**config.mk**
```make
export PLATFORM = sky130hd
export DESIGN_NAME = multi_port_csr_scheduler
export DESIGN_NICKNAME = d
export VERILOG_FILES = /design/src/rtl/multi_port_csr_scheduler_pkg.sv /design/src/rtl/csr_poll_timer.sv /design/src/rtl/multi_port_csr_scheduler.sv
export SDC_FILE = /design/constraint.sdc
export NUM_CORES = 1
export LEC_CHECK = 0
export CORE_ASPECT_RATIO = 0.6
export CORE_MARGIN = 5
export CORE_UTILIZATION = 37
export DETAILED_ROUTE_END_ITERATION = 7
export GPL_TIMING_DRIVEN = 0
export PLACE_DENSITY_LB_ADDON = 0.08
export SLEW_MARGIN = 30
export SYNTH_ARGS = -nofsm -noshare
export SYNTH_HDL_FRONTEND = slang
export SYNTH_HIERARCHICAL = 1
export SYNTH_SLANG_ARGS = --single-unit
```
**constraint.sdc**
```tcl
create_clock -name clk -period 3.5 [get_ports clk]
set_input_delay 1.05 -clock clk [delete_from_list [all_inputs] [get_ports clk]]
set_output_delay 1.05 -clock clk [all_outputs]
set_load 0.05 [all_outputs]
```
**src/rtl/multi_port_csr_scheduler_pkg.sv**
```systemverilog
// Shared types and constants for the CSR path scheduler and its poll timer.
package multi_port_csr_scheduler_pkg;

    typedef enum logic [1:0] {
        IDLE,
        HOST,
        POLL
    } state_e;

    typedef enum logic {
        GNT_HOST,
        GNT_POLL
    } grant_e;

    localparam int unsigned OOR_READ_VALUE = 0;

endpackage

```
**src/rtl/csr_poll_timer.sv**
```systemverilog
// Free-running poll period counter that raises poll_pending once per period
// and flags an overrun when a period expires before the previous pass ends.
module csr_poll_timer #(
    parameter int unsigned POLL_PERIOD = 1024
) (
    input  logic clk,
    input  logic reset,
    input  logic i_poll_en,
    input  logic i_pass_end,
    output logic o_poll_pending,
    output logic o_poll_overrun
);
    localparam int unsigned CNT_W = $clog2(POLL_PERIOD);
    localparam logic [CNT_W-1:0] LAST_CNT = CNT_W'(POLL_PERIOD - 1);

    logic [CNT_W-1:0] cnt_q, cnt_d;
    logic             pending_q, pending_d;
    logic             overrun_q, overrun_d;
    logic             expire;

    always_comb begin
        // NOTE: every signal written here gets a default first, so no path can infer a latch.
        cnt_d  = cnt_q;
        expire = 1'b0;
        if (!i_poll_en) begin
            cnt_d = '0;
        end else if (cnt_q == LAST_CNT) begin
            cnt_d  = '0;
            expire = 1'b1;
        end else begin
            cnt_d = cnt_q + 1'b1;
        end
        // A pass ending in the same cycle as an expiry frees the slot for the new request.
        pending_d = (pending_q & ~i_pass_end) | expire;
        overrun_d = overrun_q | (expire & pending_q & ~i_pass_end);
    end

    // NOTE: state updates use non-blocking assignments so every register samples pre-edge values.
    always_ff @(posedge clk or posedge reset) begin
        if (reset) begin
            cnt_q     <= '0;
            pending_q <= 1'b0;
            overrun_q <= 1'b0;
        end else begin
            cnt_q     <= cnt_d;
            pending_q <= pending_d;
            overrun_q <= overrun_d;
        end
    end

    assign o_poll_pending = pending_q;
    assign o_poll_overrun = overrun_q;

endmodule

```
**src/rtl/multi_port_csr_scheduler.sv**
```systemverilog
// Shares one downstream CSR Avalon-MM path between the host master and a
// statistics poller that reads POLL_ADDR from each Ethernet port in turn.
module multi_port_csr_scheduler
    import multi_port_csr_scheduler_pkg::*;
#(
    parameter int unsigned              NUM_ETH     = 1,
    parameter int unsigned              AVMM_DATA_W = 32,
    parameter int unsigned              AVMM_ADDR_W = 16,
    parameter logic [AVMM_ADDR_W-1:0]   POLL_ADDR   = 16'h0010,
    parameter int unsigned              POLL_PERIOD = 1024
) (
    input  logic                           clk,
    input  logic                           reset,
    input  logic [AVMM_ADDR_W-1:0]         i_host_addr,
    input  logic                           i_host_read,
    input  logic                           i_host_write,
    input  logic [AVMM_DATA_W-1:0]         i_host_writedata,
    input  logic [3:0]                     i_host_port_sel,
    output logic [AVMM_DATA_W-1:0]         o_host_readdata,
    output logic                           o_host_waitrequest,
    output logic [AVMM_ADDR_W-1:0]         o_avmm_addr,
    output logic                           o_avmm_read,
    output logic                           o_avmm_write,
    output logic [AVMM_DATA_W-1:0]         o_avmm_writedata,
    input  logic [AVMM_DATA_W-1:0]         i_avmm_readdata,
    input  logic                           i_avmm_waitrequest,
    output logic [3:0]                     o_csr_port_sel,
    input  logic                           i_poll_en,
    output logic [NUM_ETH*AVMM_DATA_W-1:0] o_poll_data,
    output logic                           o_poll_done,
    output logic                           o_poll_overrun
);
    localparam int unsigned      IDX_W     = (NUM_ETH > 1) ? $clog2(NUM_ETH) : 1;
    localparam logic [IDX_W-1:0] LAST_IDX  = IDX_W'(NUM_ETH - 1);
    localparam logic [4:0]       NUM_ETH_L = 5'(NUM_ETH);

    state_e                   state_q;
    grant_e                   last_grant_q;
    logic [IDX_W-1:0]         poll_idx_q;
    logic                     host_oor_q;
    logic                     poll_done_q;
    logic [AVMM_ADDR_W-1:0]   avmm_addr_q;
    logic [AVMM_DATA_W-1:0]   avmm_writedata_q;
    logic [3:0]               port_sel_q;
    logic                     avmm_read_q;
    logic                     avmm_write_q;
    logic [AVMM_DATA_W-1:0]   poll_data_q [NUM_ETH];

    logic host_req;
    logic host_in_range;
    logic host_done;
    logic poll_xfer_done;
    logic pass_end;
    logic poll_pending;
    logic grant_host;

    assign host_req       = i_host_read | i_host_write;
    assign host_in_range  = {1'b0, i_host_port_sel} < NUM_ETH_L;
    assign host_done      = (state_q == HOST) & (host_oor_q | ~i_avmm_waitrequest);
    assign poll_xfer_done = (state_q == POLL) & ~i_avmm_waitrequest;
    assign pass_end       = poll_xfer_done & (poll_idx_q == LAST_IDX);
    // Round-robin: on contention the host wins only if the poller had the last grant.
    assign grant_host     = host_req & (~poll_pending | (last_grant_q == GNT_POLL));

    csr_poll_timer #(
        .POLL_PERIOD(POLL_PERIOD)
    ) u_poll_timer (
        .clk           (clk),
        .reset         (reset),
        .i_poll_en     (i_poll_en),
        .i_pass_end    (pass_end),
        .o_poll_pending(poll_pending),
        .o_poll_overrun(o_poll_overrun)
    );

    always_ff @(posedge clk or posedge reset) begin
        if (reset) begin
            state_q          <= IDLE;
            last_grant_q     <= GNT_POLL;
            poll_idx_q       <= '0;
            host_oor_q       <= 1'b0;
            poll_done_q      <= 1'b0;
            avmm_addr_q      <= '0;
            avmm_writedata_q <= '0;
            port_sel_q       <= '0;
            avmm_read_q      <= 1'b0;
            avmm_write_q     <= 1'b0;
            // NOTE: the poll results are architecturally visible from reset, so this small array is reset too.
            for (int i = 0; i < int'(NUM_ETH); i++) begin
                poll_data_q[i] <= '0;
            end
        end else begin
            poll_done_q <= pass_end;
            unique case (state_q)
                IDLE: begin
                    if (grant_host) begin
                        state_q          <= HOST;
                        last_grant_q     <= GNT_HOST;
                        host_oor_q       <= ~host_in_range;
                        avmm_addr_q      <= i_host_addr;
                        avmm_writedata_q <= i_host_writedata;
                        port_sel_q       <= i_host_port_sel;
                        avmm_read_q      <= host_in_range & i_host_read;
                        avmm_write_q     <= host_in_range & i_host_write & ~i_host_read;
                    end else if (poll_pending) begin
                        state_q          <= POLL;
                        last_grant_q     <= GNT_POLL;
                        host_oor_q       <= 1'b0;
                        avmm_addr_q      <= POLL_ADDR;
                        avmm_writedata_q <= '0;
                        port_sel_q       <= 4'(poll_idx_q);
                        avmm_read_q      <= 1'b1;
                        avmm_write_q     <= 1'b0;
                    end
                end
                HOST: begin
                    if (host_done) begin
                        state_q      <= IDLE;
                        avmm_read_q  <= 1'b0;
                        avmm_write_q <= 1'b0;
                    end
                end
                POLL: begin
                    if (poll_xfer_done) begin
                        state_q                 <= IDLE;
                        avmm_read_q             <= 1'b0;
                        poll_data_q[poll_idx_q] <= i_avmm_readdata;
                        poll_idx_q              <= (poll_idx_q == LAST_IDX) ? '0 : poll_idx_q + 1'b1;
                    end
                end
                default: state_q <= IDLE;
            endcase
        end
    end

    for (genvar g = 0; g < NUM_ETH; g++) begin : g_poll_out
        assign o_poll_data[g*AVMM_DATA_W +: AVMM_DATA_W] = poll_data_q[g];
    end

    // Out-of-range reads never raise a strobe, so they fall through to the constant.
    assign o_host_readdata    = (host_done & avmm_read_q) ? i_avmm_readdata
                                                          : AVMM_DATA_W'(OOR_READ_VALUE);
    assign o_host_waitrequest = ~host_done;
    assign o_avmm_addr        = avmm_addr_q;
    assign o_avmm_writedata   = avmm_writedata_q;
    assign o_avmm_read        = avmm_read_q;
    assign o_avmm_write       = avmm_write_q;
    assign o_csr_port_sel     = port_sel_q;
    assign o_poll_done        = poll_done_q;

endmodule

```
==> reports/metrics.yaml <==
run_status:
  run_status: "finished, final reports clean"
final_layout:
  finish.net_count: 748
  layout_overhead_on_the_synthesized_area_pct: 59.4
  num_antenna_cells: 0
  layout-drive-gt1-share_pct: 19.5
  filler_cell_count: 1003
grt:
  global_route.usage.met3_pct: 7.53
  wire_length_of_the_first_global_routing_pass_um: 21200
  grt_pass1_vias: 4064
  antenna_violations_before_repair: 0
  grt.met1_usage_pct: 24.0
  grt_max_degree: 47
  grt_most_used_layer: "met2"
  use_met2_pct: 28.5
  global_route.usage.total_pct: 18.3
  globalRoute.totalOverflow: 0
clocking:
  clock_insertion_delay_worst_skew_ns: 0.34
  tritoncts_clock_tree: "done"
  cts_hold_buffers: 0
  cts_htree_levels: 3
  cts_max_path_buffers: 2
  cts_num_sinks: 103
  cts_root_buffer: "sky130_fd_sc_hd__clkbuf_16"
  cts.clk_slew.worst_paths_ns: 0.06
  tritoncts.num_buffers: 9
sta:
  period_minus_slack_ns: 3.45
  relSlewSlack_pct: 57.7
  worst_slew_pin_slew_ns: 0.629
  fmax_ghz: 0.290
  timing.setup.tns_ns: 0
  setup_viol_count_final: 0
  slew_viol_final: 0
  rsz0062_at_grt: "no"
  report.final.hold_viol_count: 0
  clock_skew_ns: 0.00667
  hold-worst-slack_ns: 0.473
  min_period_over_period_pct: 98.4
detailed_routing:
  vias_per_cell: 4.64
  first_pass_iters: 5
  antenna_left: 0
  drcViolationCount: 0
  drt_first_iter_violations: 167
  routed_wl_um: 13200
  detailroute.via_count: 3817
  wire_per_inst_um: 16.0
floorplanning:
  initial_core_util_pct: 37.6
  floorplan.die.width_um: 152
  die_area_mm2: 0.0145
  io_pins: 211
  placeableCoreArea_mm2: 0.0120
  chipHeight_um: 95.5
  placementRows: 31
setup_path:
  cp-start-kind: "primary input"
  timing_worst_setup_path_type: "primary input to output pin"
  crit_fanout: 10
  arrival_ns: 2.40
  cp.required_ns: 2.45
  critPathCaptureType: "output pin"
worst_hold_path:
  timing.hold.worst.class: "flop to flop"
placement:
  post-dp-hpwl_um: 10100
  globalplace.congestion: 0.821
  port_buffers: 210
yosys:
  avgSynthCellArea_um2: 10.4
  synthDistinctLibCells: 43
  synthesized_area_mm2: 0.00450
  synth-seq-area-share_pct: 57.3
  async_flop_share_pct: 100
  syn_inst: 431
  synth_fp_nets: 525
  synth_edf_count: 0
  synth.ff_latch_count: 103
  predominant_post_synthesis_flop_cell: "sky130_fd_sc_hd__dfrtp_1"
  synth.yosys.warnings: 6
flow_run:
  cap_viol_max_count: 0
power:
  power_density_mw_per_mm2: 941
  vdd.ir_drop.worst_mv: 0.510
  power.static_leakage_nw: 3.21
==> kinds of logic after synthesis <==
| family | after synthesis | synth area share (%) |
|---|---|---|
| multiplexers | 32 | 8.00 |
| flip-flops | 103 | 57.3 |
| XOR/XNOR | 3 | 0.584 |
| adder cells (fa/ha/maj) | 4 | 1.11 |
| AO/OA/AOI/OAI | 77 | 10.3 |
| AND/OR/NAND/NOR | 177 | 18.4 |
| buffers and inverters | 35 | 4.33 |
==> cell type report <==
| type | count | area, µm² | share of cell area, % |
|---|---|---|---|
| buffer | 25 | 175 | 2.44 |
| clock inverter | 5 | 35.0 | 0.488 |
| clock buffer | 10 | 239 | 3.33 |
| timing repair buffer | 212 | 2160 | 30.1 |
| inverter | 10 | 42.5 | 0.593 |
| sequential | 103 | 2580 | 35.9 |
| multi-input combinational | 293 | 1740 | 24.3 |
| tap | 165 | 206 | 2.88 |
==> what timing repair did <==
action	4_1_cts	5_1_grt
setup endpoints to repair	33	31
setup buffers	1	0
resized for setup	190	45
pin swaps	1	1
==> synth_stat cells (2+ instances only) <==
master	count	area [µm²]
sky130_fd_sc_hd__mux2_2	32	360
sky130_fd_sc_hd__clkbuf_2	4	20.0
sky130_fd_sc_hd__a31o_2	2	17.5
sky130_fd_sc_hd__nand2b_1	3	18.8
sky130_fd_sc_hd__clkbuf_1	3	11.3
sky130_fd_sc_hd__buf_6	3	33.8
sky130_fd_sc_hd__xor2_1	2	17.5
sky130_fd_sc_hd__o21ai_2	7	61.3
sky130_fd_sc_hd__buf_2	11	55.1
sky130_fd_sc_hd__buf_4	3	22.5
sky130_fd_sc_hd__ha_1	4	50.1
sky130_fd_sc_hd__dfrtp_1	102	2550
sky130_fd_sc_hd__a32o_1	2	20.0
sky130_fd_sc_hd__o31ai_2	2	25.0
sky130_fd_sc_hd__inv_1	10	37.5
sky130_fd_sc_hd__or3_1	4	25.0
sky130_fd_sc_hd__nor2b_1	2	12.5
sky130_fd_sc_hd__and2_1	32	200
sky130_fd_sc_hd__o21ai_0	39	195
sky130_fd_sc_hd__nor2_1	8	30.0
sky130_fd_sc_hd__o21ai_1	14	70.1
sky130_fd_sc_hd__nor3_1	2	10.0
sky130_fd_sc_hd__nand3_1	6	30.0
sky130_fd_sc_hd__nand2_1	112	420
sky130_fd_sc_hd__a21oi_1	4	20.0
==> where the power goes <==
group          internal (W)  switching [W]
combinational       0.00134        0.00256
clock              0.000496       0.000432
sequential          0.00167       0.000250
total               0.00351        0.00325
==> stage by stage <==
stage | utilization [%] | power [W] | cell area [µm²] | setup slack [ns] | std cells
after global placement | 56.9 | 0.00579 | 6820 | -1.49 | 806
after detailed placement | 57.1 | 0.00585 | 6850 | -0.945 | 807
after CTS | 59.0 | 0.00681 | 7070 | 0.000160 | 823
after global routing | 59.9 | 0.00712 | 7180 | 0.000107 | 823
after floorplan | - | 0.00444 | 4510 | 0.0880 | 431
final | 59.9 | 0.00675 | 7180 | 0.0548 | 823
==> critical path: stages <==
cell and delay, ns:
sky130_fd_sc_hd__clkdlybuf4s50_1 0.50, sky130_fd_sc_hd__inv_1 0.08, sky130_fd_sc_hd__o21ai_2 0.19, sky130_fd_sc_hd__nor2_4 0.08, sky130_fd_sc_hd__buf_4 0.16, sky130_fd_sc_hd__and2_1 0.15
sky130_fd_sc_hd__buf_4 0.18
==> layout by cell type, fill, tap and decap left out, types with 8 or more instances in the layout <==
cell | Yosys | layout
sky130_fd_sc_hd__clkdlybuf4s50_1 | 0 | 177
sky130_fd_sc_hd__nand2_1 | 112 | 112
sky130_fd_sc_hd__dfrtp_1 | 102 | 102
sky130_fd_sc_hd__o21ai_0 | 39 | 39
sky130_fd_sc_hd__mux2_2 | 32 | 32
sky130_fd_sc_hd__and2_1 | 32 | 32
sky130_fd_sc_hd__buf_6 | 3 | 28
sky130_fd_sc_hd__o21ai_1 | 14 | 13
sky130_fd_sc_hd__buf_4 | 3 | 11
sky130_fd_sc_hd__buf_2 | 11 | 11
sky130_fd_sc_hd__inv_1 | 10 | 9
sky130_fd_sc_hd__clkbuf_16 | 0 | 9
sky130_fd_sc_hd__o21ai_2 | 7 | 8
==> worst paths after layout <==
check	from	endpoint	slack [ns]	depth (start not counted)
worst max-delay path	i_avmm_waitrequest	o_host_readdata[10]	0.05	7
worst min-delay path	last_grant_q$_DFFE_PP1P_	last_grant_q$_DFFE_PP1P_	0.47	2
worst max register to register	state_q[0]$_DFFE_PP0P_	o_poll_data[26]$_DFFE_PP0P_	1.85	5
worst min register to register	last_grant_q$_DFFE_PP1P_	last_grant_q$_DFFE_PP1P_	0.47	2
max in group asynchronous	reset	last_grant_q$_DFFE_PP1P_	1.72	3
min in group asynchronous	reset	o_avmm_writedata[5]$_DFFE_PP0P_	1.14	2
==> metal layers <==
layer	share of wire, %	routed length [µm]
met1	45	5910
met2	46	6050
met3	8.2	1080
met4	1.3	175
met5	0	0
==> state kept, by name, indices dropped and copies added, names as in the netlist <==
signal / flops
o_avmm_writedata: 32
o_poll_data: 32
o_avmm_addr: 16
u_poll_timer/cnt_q: 10
o_csr_port_sel: 4
state_q: 2
host_oor_q: 1
last_grant_q: 1
o_avmm_read: 1
o_avmm_write: 1
o_poll_done: 1
u_poll_timer/o_poll_overrun: 1
u_poll_timer/o_poll_pending: 1
(Power assumes the default switching activity.)
